<file path="config.mk">
export PLATFORM = sky130hd
export DESIGN_NAME = jk_reg_bank
export DESIGN_NICKNAME = d
export VERILOG_FILES = /design/src/rtl/jk_pkg.sv /design/src/rtl/jk_cell.sv /design/src/rtl/jk_reg_bank.sv
export SDC_FILE = /design/constraint.sdc
export NUM_CORES = 1
export LEC_CHECK = 0
export ABC_AREA = 1
export CAP_MARGIN = 5
export CORE_AREA = 3 3 44 46
export DETAILED_ROUTE_END_ITERATION = 8
export DIE_AREA = 0 0 47 49
export DONT_BUFFER_PORTS = 1
export PLACE_DENSITY_LB_ADDON = 0.3
export SLEW_MARGIN = 40
export SYNTH_ARGS = -nofsm -noshare
export SYNTH_HDL_FRONTEND = slang
export SYNTH_SLANG_ARGS = --single-unit
</file>
<file path="constraint.sdc">
create_clock -name clk -period 1.1 [get_ports clk]
set_input_delay 0.22 -clock clk [delete_from_list [all_inputs] [get_ports clk]]
set_output_delay 0.22 -clock clk [all_outputs]
set_load 0.01 [all_outputs]
</file>
<file path="src/rtl/jk_pkg.sv">
// Shared types and helpers for the JK register bank.
package jk_pkg;

   localparam int JK_MODE_W = 2;

   typedef enum logic [JK_MODE_W-1:0] {
      JK_MODE_JK    = 2'b00,
      JK_MODE_LOAD  = 2'b01,
      JK_MODE_COUNT = 2'b10,
      JK_MODE_HOLD  = 2'b11
   } jk_mode_t;

   // Next state of a single JK flip-flop.
   function automatic logic jk_next(input logic q, input logic j, input logic k);
      case ({j, k})
         2'b00:   return q;
         2'b01:   return 1'b0;
         2'b10:   return 1'b1;
         default: return ~q;
      endcase
   endfunction

endpackage

</file>
<file path="src/rtl/jk_cell.sv">
// One JK flip-flop with clock enable and synchronous reset to a per-bit value.
module jk_cell
   import jk_pkg::*;
(
   input  logic clk,
   input  logic rst,
   input  logic rst_val,
   input  logic ce,
   input  logic j,
   input  logic k,
   output logic q
);

   logic q_q;
   logic q_d;

   always_comb begin
      q_d = q_q;
      if (ce) q_d = jk_next(q_q, j, k);
   end

   always_ff @(posedge clk) begin
      if (rst) q_q <= rst_val;
      else     q_q <= q_d;
   end

   assign q = q_q;

endmodule

</file>
<file path="src/rtl/jk_reg_bank.sv">
// Bank of WIDTH JK cells with JK / LOAD / COUNT / HOLD modes, terminal-count and changed flags.
// Define JK_REG_BANK_CNT_EN to build the COUNT mode and tc; otherwise mode 10 holds and tc is 0.
module jk_reg_bank
   import jk_pkg::*;
#(
   parameter int                 WIDTH   = 8,
   parameter logic [WIDTH-1:0]   RST_VAL = '0
) (
   input  logic                  clk,
   input  logic                  rst,
   input  logic                  en,
   input  logic [JK_MODE_W-1:0]  mode,
   input  logic [WIDTH-1:0]      j,
   input  logic [WIDTH-1:0]      k,
   input  logic [WIDTH-1:0]      d,
   input  logic                  up,
   output logic [WIDTH-1:0]      q,
   output logic [WIDTH-1:0]      qbar,
   output logic                  tc,
   output logic                  changed
);

   logic             ce;
   logic [WIDTH-1:0] j_eff;
   logic [WIDTH-1:0] k_eff;
   logic [WIDTH-1:0] q_next;
   logic             chg_d;
   logic             chg_q;
   logic             tc_d;

`ifdef JK_REG_BANK_CNT_EN
   logic [WIDTH-1:0] tog;
   logic             run;
   logic             tc_q;

   // Ripple toggle-enable: bit i toggles when all lower bits are 1 (up) or 0 (down);
   // the carry out of the top bit is exactly the wrap condition.
   always_comb begin
      run = 1'b1;
      tog = '0;
      for (int i = 0; i < WIDTH; i++) begin
         tog[i] = run;
         run    = run & (up ? q[i] : ~q[i]);
      end
   end
`else
   logic unused_up;
   assign unused_up = up;
`endif

   always_comb begin
      ce    = en;
      j_eff = j;
      k_eff = k;
      tc_d  = 1'b0;
      case (mode)
         JK_MODE_JK: ;
         JK_MODE_LOAD: begin
            j_eff = d;
            k_eff = ~d;
         end
         JK_MODE_COUNT: begin
`ifdef JK_REG_BANK_CNT_EN
            j_eff = tog;
            k_eff = tog;
            tc_d  = en & run;
`else
            ce = 1'b0;
`endif
         end
         JK_MODE_HOLD: ce = 1'b0;
      endcase
   end

   // Mirror of the cells' next state, used only to detect a value change.
   always_comb begin
      q_next = q;
      for (int i = 0; i < WIDTH; i++)
         if (ce) q_next[i] = jk_next(q[i], j_eff[i], k_eff[i]);
      chg_d = (q_next != q);
   end

   for (genvar i = 0; i < WIDTH; i++) begin : g_cell
      jk_cell u_cell (
         .clk     (clk),
         .rst     (rst),
         .rst_val (RST_VAL[i]),
         .ce      (ce),
         .j       (j_eff[i]),
         .k       (k_eff[i]),
         .q       (q[i])
      );
   end

   always_ff @(posedge clk) begin
      if (rst) chg_q <= 1'b0;
      else     chg_q <= chg_d;
   end

`ifdef JK_REG_BANK_CNT_EN
   always_ff @(posedge clk) begin
      if (rst) tc_q <= 1'b0;
      else     tc_q <= tc_d;
   end
   assign tc = tc_q;
`else
   logic unused_tc_d;
   assign unused_tc_d = tc_d;
   assign tc = 1'b0;
`endif

   assign changed = chg_q;
   assign qbar    = ~q;

endmodule

</file>
Yosys cells after proc, flatten, opt, wreduce, memory -nomap -nowiden --
Cells that the tools add are included.
Storage, ports and cells: output and inout port bits 18, word-level logic and storage cells 67, flip-flop bits (word level) 9
Operators by class: bitwise gates (word level) 10, reduce and logical (&&, ||, !) cells 9, eq/ne operators 20, multiplexer cells 19
Operators with widths (count):
- one-hot mux 1 bit (3 select lines) | 8
- == test 2 bit (second input constant) | 10
- == test 2 x 1 -> 1 bit (second input constant) | 9
- zero test 2 bit | 8
- two-way mux 8 bit | 2
- NOT 8 bit | 2
- two-way mux 1 bit | 9
- inequality test 8 bit | 1
- NOT 1 bit | 8
- OR reduction 2 bit | 1

Longest topological paths before layout --
Gate-level depths: netlist of the first run.
depth in word-level cells 6, depth in mapped cells 10

By module --
Synthesis of the first run repeated with hierarchy kept, for this count alone.
Unflattened totals: cells, all modules 233, area, all modules 1332.5 sq um
Modules (own cells, without submodules):
- jk_cell | sequential area each 30.0 sq um, area each 102.6 sq um, instances 8, cells an instance 15
- jk_reg_bank | sequential area each 20.0 sq um, area each 511.7 sq um, instances 1, cells an instance 113

Worst setup path before layout of the first run --
No wires, ideal clock.
path kind register to register, start register g_cell[1].u_cell.q_q, end register chg_q (netlist: changed), cell stages (with the launch flop) 10, setup time 0.126 ns, data required time 0.974 ns, buffers on the path 0, slack 0.009 ns, clock period less this slack 1.091 ns, arrival 0.965 ns, path through dfxtp_1 > inv_1 > nand2_1 > nand3_1 > nand3_1 > nand2_1 > nor2_1 > nand2_1 > nor2_1 > nor2_1
Between the ends: word-level cells in the longest chain between the ends 4
RTL lines:
- start, declared | line jk_cell.sv:14 | logic q_q;
- start signal, assigned | line jk_cell.sv:23 | if (rst) q_q <= rst_val;
- start signal, assigned | line jk_cell.sv:24 | else q_q <= q_d;
- NOT 1 bit | line jk_pkg.sv:19 | default: return ~q;
- one-hot mux 1 bit (3 select lines)
- two-way mux 1 bit | line jk_reg_bank.sv:79 | if (ce) q_next[i] = jk_next(q[i], j_eff[i], k_eff[i]);
- inequality test 8 bit * | line jk_reg_bank.sv:80 | chg_d = (q_next != q);
- end signal, assigned | line jk_reg_bank.sv:97 | else chg_q <= chg_d;
- end, declared | line jk_reg_bank.sv:28 | logic chg_q;
Every way passes the cells marked *; elsewhere a longest branch is shown, timed or not. A chain may end at the register's enable or synchronous reset.

Worst setup path in the final report of the first run --
Ends and elaborated chain as after synthesis.

==> summary.md, run 1 <==
| Metric | Value |
|---|---|
| H-tree depth reported by CTS | 1 |
| Nets in the synthesized netlist | 174 |
| Clock buffer count from CTS | 3 |
| Time the worst path needs with I/O delays and setup | roughly 1.1 ns |
| Cell seen most often among critical-path stages | sky130_fd_sc_hd__nor2_1 |
| Die Outline Area | between 2000 and 2500 sq um |
| Hold Crit Depth | 1 |
| Top-Level Pins | 48 |
| Routed vias | ~1000 |
| Highest Clock Rate | ~880 MHz |
| Number of buffers inserted by hold repair at cts | 0 |
| Setup Viol. Count Final | 1 |
| Fraction of layout instances using a drive strength above 1 | 0.462 |
| Nets@finish | 200 |
| List of most frequent post-synthesis cells | sky130_fd_sc_hd__nand2_1 (42), sky130_fd_sc_hd__inv_1 (24), sky130_fd_sc_hd__nand3_1 (13), sky130_fd_sc_hd__buf_4 (11) |
| Nature of the critical path startpoint | flop |
| Number of antenna violations at the first check in global routing | 0 |
| Die Y | 49 um |
| Top_reg_cell synth | sky130_fd_sc_hd__dfxtp_1 |
| Sequential-to-total area share from yosys stat | 0.206 |
| Setup repair after global routing missed its margin | yes |
| Violated checks | setup timing |
| Ys Warns | 0 |
| Via count of the first global-routing pass | around 900 |
| Cell types with the largest area share after synthesis | sky130_fd_sc_hd__dfxtp_1 (21%), sky130_fd_sc_hd__nand2_1 (18%), sky130_fd_sc_hd__inv_1 (10%), sky130_fd_sc_hd__buf_4 (9.5%), sky130_fd_sc_hd__nand3_1 (7.4%) |
| Number of register bits inferred by synthesis | 9 |
| Hold Vio Cnt, Final | 0 |
| Top cell type's share of synthesized area | 0.206 |
| DRT iter0 DRCs | 16 |
| Worst path bufs/invs | 1 |
| Delay contributed by the slowest stage of the critical path | between 0.3 and 0.4 ns |
| Clk_lat worst skew | around 0.26 ns |
| Endpoint kind of the worst setup timing path | flop |
| Cell type with the largest total area after synthesis | sky130_fd_sc_hd__dfxtp_1 |
| Cells on worst reg2reg path | 9 |
| Detail-routed net length per standard cell | 13.7 um |
| Clock sinks | 9 |
| Cell type group with the largest total delay on the critical path | simple AND/OR/NAND/NOR gates |
| Syn avg cell area | just over 6 sq um |
| Count of antenna diodes in the layout | 0 |
| Data arrival at the endpoint of the critical path | approximately 1.3 ns |
| Number of distinct library cells after synthesis | 17 |
| Pin count of the biggest net entering global routing | 15 |
| Global-route congestion overflow total | 0 |
| Number of iterations in the first detailed-routing pass | 4 |
| Slew Limit Fails | 0 |
| Global-route wire length before repair | around 3700 um |
| Highest net fanout along the worst path | 4 |
| Standby leakage power | between 0.6 and 0.7 nW |
| Cells after Synth | around 140 |
| Cell Area, Synth | between 800 and 900 sq um |
| Most repeated cell in the gate-level netlist after synthesis | sky130_fd_sc_hd__nand2_1 |
| Number of cells in the finished layout apart from fillers | between 150 and 200 |
| # port buffers | 0 |
| CTS clock-pin slew for the worst setup and hold paths | approximately 0.07 ns |
| Synthesis-to-layout area growth | 33.1% |
| Slowest CP cell | sky130_fd_sc_hd__dfxtp_4 |
| Post-placement cell count | between 150 and 200 |
| Antenna-violating nets left | 0 |
| Clock buffer depth | 2 |
| VDD IR-drop max | 0.556 mV |
| DP HPWL | around 1800 um |
| Worst endpoint required time | roughly 1.3 ns |
| All-layer global routing usage | 0.204 |
| Ratio of routed vias to standard cells | 5.66 |
| Worst path setup slack after routing | -0.0373 ns |
| Number of enable-type register cells in the synthesized netlist | 0 |
| Final critical-path share of the clock period | 1.03 |
| Clock tree from TritonCTS | yes |
| Effective utilization at floorplan | 0.567 |
| Path class of the lowest-slack min-delay path | primary input to flop |
| Critical path, cell by cell | inv_4 > nand2_2 > nand3_2 > nand3_2 > nand2_1 > nor2_1 > nand2_1 > nor2_1 > nor2_1 |
| Number of maximum-capacitance violations | 0 |
| Die Span X | between 40 and 50 um |
| Floorplan Core Area | approximately 1500 sq um |
| P per Cell Area | around 900 nW/um^2 |
| Clock tree root driver cell | sky130_fd_sc_hd__clkbuf_4 |
| Number of core rows | 14 |
| Crit path depth | 9 |
| Largest clock skew in the final design | 0.00565 ns |
| Count of unresolved DRC violations after routing | 0 |
| Run status | complete, but fails checks |
| Wirelength, routed | approximately 2500 um |
| Critical path start-end classification | flop to flop |
| Layout Utilization | 0.754 |
| Gpl congestion | between 0.8 and 0.9 |
| Share of synthesized registers carrying an async set or reset | 0 |
[power breakdown]
part	internal, mW	total [mW]	leakage (nW)	switching [mW]
Clock	0.140	0.267	0.0150	0.127
Combinational	0.193	0.398	0.533	0.206
Sequential	0.355	0.383	0.0779	0.0289
Total	0.687	1.05	0.625	0.361
[cells in the final DEF (no fill, tap or decap), types with 3 or more instances in the layout]
cell / instances
sky130_fd_sc_hd__inv_1: 17
sky130_fd_sc_hd__a21oi_2: 4
sky130_fd_sc_hd__nor2_1: 10
sky130_fd_sc_hd__a221oi_1: 4
sky130_fd_sc_hd__nand2_2: 7
sky130_fd_sc_hd__inv_2: 7
sky130_fd_sc_hd__nand3b_1: 3
sky130_fd_sc_hd__nand4_1: 10
sky130_fd_sc_hd__clkbuf_4: 3
sky130_fd_sc_hd__nand3_1: 5
sky130_fd_sc_hd__buf_4: 34
sky130_fd_sc_hd__dfxtp_2: 6
sky130_fd_sc_hd__nand3_2: 10
sky130_fd_sc_hd__nand2_1: 37
[sequential cells by signal (all words and copies together), names as in the netlist]
name and cells:
changed 1, g_cell.u_cell.q 8
[final timing paths]
| check | slack, ns | startpoint | end |
|---|---|---|---|
| setup / recovery | -0.04 | g_cell[1].u_cell.q$_SDFF_PP0_ | changed$_SDFF_PP0_ |
| hold / removal | 0.008 | rst | g_cell[3].u_cell.q$_SDFF_PP0_ |
| setup reg to reg | -0.04 | g_cell[1].u_cell.q$_SDFF_PP0_ | changed$_SDFF_PP0_ |
| hold reg to reg | 0.53 | g_cell[0].u_cell.q$_SDFF_PP0_ | g_cell[0].u_cell.q$_SDFF_PP0_ |
[cell families after synthesis]
logic type | share of synthesized area
other | 0.00429
AOI/OAI and AO/OA | 0.120
DFF | 0.206
buffers and inverters | 0.236
and+or+nand+nor | 0.433
[repair_timing]
item / CTS / global route
buffers inserted: 4 / 0
pin swaps: 7 / 13
endpoints found under the setup margin: 8 / 9
resized for setup: 13 / 22
endpoints found under the hold margin: 0 / 0
[layout make-up]
| type | instances | area, sq um |
|---|---|---|
| Clock buffer | 4 | 26.3 |
| Timing Repair Buffer | 35 | 267 |
| Multi-Input combinational cell | 95 | 552 |
| Sequential cell | 9 | 195 |
| Tap cell | 16 | 20.0 |
| Fill cell | 124 | 379 |
| Inverter | 26 | 103 |
[per-stage QoR]
stage | area [sq um] | setup slack, ns | power (mW) | hold slack (ns) | setup TNS, ns
after CTS | 1080 | 0.000159 | 1.01 | 0.0217 | 0
after global routing | 1160 | -0.0984 | 1.11 | 0.00108 | -0.133
after global placement | 1020 | -0.0170 | 0.711 | 0.294 | -0.0170
after floorplan | 873 | 0.00927 | 0.625 | 0.409 | 0
final | 1160 | -0.0373 | 1.05 | 0.00770 | -0.0373
after detailed placement | 1020 | -0.0798 | 0.728 | 0.302 | -0.0962
[per-layer routing]
layer / global-route usage / up-vias / wire, um
met1: 0.250 / 467 / 969
met2: 0.326 / 61 / 1240
met3: 0.0627 / 9 / 263
li1: - / 510 / -
met4: 0.0691 / 0 / 56
met5: 0 / - / 0
Power figures use the tool's default switching activity.
==> run 2: changes to the inputs <==
--- a/config.mk
+++ b/config.mk
@@ -8,9 +8,11 @@
 export ABC_AREA = 1
 export CAP_MARGIN = 5
 export CORE_AREA = 3 3 44 46
+export CTS_CLUSTER_SIZE = 12
 export DETAILED_ROUTE_END_ITERATION = 8
 export DIE_AREA = 0 0 47 49
 export DONT_BUFFER_PORTS = 1
+export MAX_ROUTING_LAYER = met4
 export PLACE_DENSITY_LB_ADDON = 0.3
 export SLEW_MARGIN = 40
 export SYNTH_ARGS = -nofsm -noshare
==> run 2 against run 1 <==
Net effect:
- the run still ends with setup timing left
- final cell count is the same
- via count grew 0.29%
- combinational power is essentially flat
- non-clock buffer count is the same
- critical endpoint unchanged
- largest cell class unchanged
==> summary.md, run 2 (synthesis gave the netlist of run 1 again) <==
| Metric | Value |
|---|---|
| Capture point of the worst path | changed$_SDFF_PP0_ |
| Worst reg2reg path startpoint | g_cell[1].u_cell.q$_SDFF_PP0_ |
| Worst hold slack across all endpoints | 0.0112 ns |
| Post-detailed-placement cell area | 1020 sq um |
| Effective utilization at floorplan | 0.567 |
| VDD IR-drop max | 0.553 mV |
| Final critical-path share of the clock period | 1.03 |
| Area occupied by registers | 195 sq um |
| Nets@finish | 200 |
| CTS clock-pin slew for the worst setup and hold paths | ~0.07 ns |
| Number of maximum-capacitance violations | 0 |
| Floorplan Core Area | 1540 sq um |
| # port buffers | 0 |
| Clk_lat worst skew | between 0.2 and 0.3 ns |
| Slew Limit Fails | 0 |
| DP HPWL | 1840 um |
| Die Outline Area | 2300 sq um |
| Clock tree root driver cell | sky130_fd_sc_hd__clkbuf_4 |
| Fraction of layout instances using a drive strength above 1 | 0.462 |
| Net load switching power | approximately 0.36 mW |
| Setup slack, reg-to-reg | -0.03 ns |
| Highest net fanout along the worst path | 4 |
| Critical path start-end classification | flop to flop |
| P per Cell Area | ~900 nW/um^2 |
| Gpl congestion | 0.822 |
| Reg2reg end | changed$_SDFF_PP0_ |
| Wirelength, routed | 2530 um |
| Path class of the lowest-slack min-delay path | primary input to flop |
| Data arrival at the endpoint of the critical path | 1.29 ns |
| Largest clock skew in the final design | around 0.0047 ns |
| Worst endpoint required time | 1.26 ns |
| Global-route wire length before repair | 3690 um |
| Final std cell area, no fill | approximately 1200 sq um |
| DRT iter0 DRCs | 17 |
| Clock tree from TritonCTS | yes |
| Endpoint kind of the worst setup timing path | flop |
| Max reg flops | 8 |
| Global-route congestion overflow total | 0 |
| Detail-routed net length per standard cell | about 14 um |
| Hold Vio Cnt, Final | 0 |
| Ratio of routed vias to standard cells | roughly 5.7 |
| Clock sinks | 9 |
| Top-Level Pins | 48 |
| Violated checks | setup timing |
| Synthesis-to-layout area growth | 33.1% |
| Internal cell power | between 0.6 and 0.7 mW |
| Routed vias | around 1100 |
| Highest Clock Rate | between 800 and 900 MHz |
| Clock group share of total power | 0.253 |
| Number of core rows | 14 |
| Number of buffers inserted by hold repair at cts | 0 |
| Cells on worst reg2reg path | 9 |
| Timing startpoint of the critical path | g_cell[1].u_cell.q$_SDFF_PP0_ |
| Leading cell types in the layout, fill and taps excluded | sky130_fd_sc_hd__nand2_1 (37), sky130_fd_sc_hd__buf_4 (34), sky130_fd_sc_hd__inv_1 (17) |
| Comb pwr share | 0.381 |
| Overall Power | ~1.0 mW |
| Count of unresolved DRC violations after routing | 0 |
| Number of antenna violations at the first check in global routing | 0 |
| Sequential fraction of design power | 0.366 |
| Final-layout setup total negative slack | -0.0305 ns |
| Nature of the critical path startpoint | flop |
| Pin count of the biggest net entering global routing | 15 |
| H-tree depth reported by CTS | 1 |
| Area occupied by multi-input gates | ~550 sq um |
| All-layer global routing usage | 0.209 |
| Run status | complete, but fails checks |
| Via count of the first global-routing pass | about 900 |
| Commonest non-fill, non-tap cell in the layout | sky130_fd_sc_hd__nand2_1 |
| Count of filler cells inserted in the layout | around 120 |
| Antenna-violating nets left | 0 |
| Count of antenna diodes in the layout | 0 |
| Die Span X | between 40 and 50 um |
| Clock buffer depth | 2 |
| Standby leakage power | about 0.63 nW |
| Setup repair after global routing missed its margin | yes |
| Die Y | 49 um |
| Clock buffer count from CTS | 3 |
| Number of iterations in the first detailed-routing pass | 5 |
| Worst path setup slack after routing | -0.0305 ns |
| Layout Utilization | 0.754 |
| Time the worst path needs with I/O delays and setup | between 1 and 1.5 ns |
| Switching part of the total | 0.344 |
| Setup Viol. Count Final | 1 |
-- run 2: cell counts in the layout (fill, tap and decap cells not counted) --
Identical to the previous run, type by type.
-- run 2: how the worst min path moves through the flow --
| stage | start | slack [ns] | end | cells after the start |
|---|---|---|---|---|
| 6_report | rst | 0.01 | g_cell[3].u_cell.q$_SDFF_PP0_ | 1 |
| 2_1_floorplan | d[5] | 0.41 | g_cell[5].u_cell.q$_SDFF_PP0_ | 2 |
| 4_1_cts | rst | 0.02 | g_cell[1].u_cell.q$_SDFF_PP0_ | 1 |
| 3_5_place_dp | rst | 0.30 | g_cell[5].u_cell.q$_SDFF_PP0_ | 1 |
| 3_3_place_gp | rst | 0.29 | changed$_SDFF_PP0_ | 1 |
| 5_1_grt | rst | 0.001 | g_cell[3].u_cell.q$_SDFF_PP0_ | 1 |
-- run 2: worst max-delay path: stages (launching register included) --
cell	delay [ns]
sky130_fd_sc_hd__dfxtp_4	0.38
sky130_fd_sc_hd__inv_4	0.05
sky130_fd_sc_hd__nand2_2	0.06
sky130_fd_sc_hd__nand3_2	0.07
sky130_fd_sc_hd__nand3_2	0.06
sky130_fd_sc_hd__nand2_1	0.05
sky130_fd_sc_hd__nor2_1	0.11
sky130_fd_sc_hd__nand2_1	0.07
sky130_fd_sc_hd__nor2_1	0.12
sky130_fd_sc_hd__nor2_1	0.06
-- run 2: cell type report --
type	instances	share of cell area
multi-input combinational	95	0.475
timing repair buffer	35	0.229
sequential	9	0.168
inverter	26	0.0883
clock buffer	4	0.0226
tap	16	0.0172
-- run 2: per-stage QoR --
step | setup slack (ns) | instances
detailed placement | -0.0798 | 177
global placement | -0.0170 | 177
finish | -0.0305 | 185
global route | -0.0984 | 185
floorplan | 0.00927 | 144
CTS | 0.000159 | 185
-- run 2: metal layers --
layer	vias to the layer above	track usage	routed length, um
li1	507	-	-
met1	472	0.252	1010
met2	63	0.326	1260
met3	8	0.0590	233
met4	0	0.0691	34
met5	-	-	0
-- run 2: power groups by stage --
stage | registers (mW) | logic [mW] | clock network, mW
after CTS | 0.382 | 0.363 | 0.267
final | 0.383 | 0.399 | 0.265
after floorplan | 0.380 | 0.245 | 0
after detailed placement | 0.385 | 0.343 | 0
after global routing | 0.388 | 0.434 | 0.288
after global placement | 0.383 | 0.328 | 0
-- run 2: repair_timing --
| action | CTS | global route |
|---|---|---|
| gates resized for setup | 13 | 22 |
| setup buffers | 4 | 0 |
| pin swaps | 7 | 13 |
| endpoints found under the setup margin | 8 | 9 |
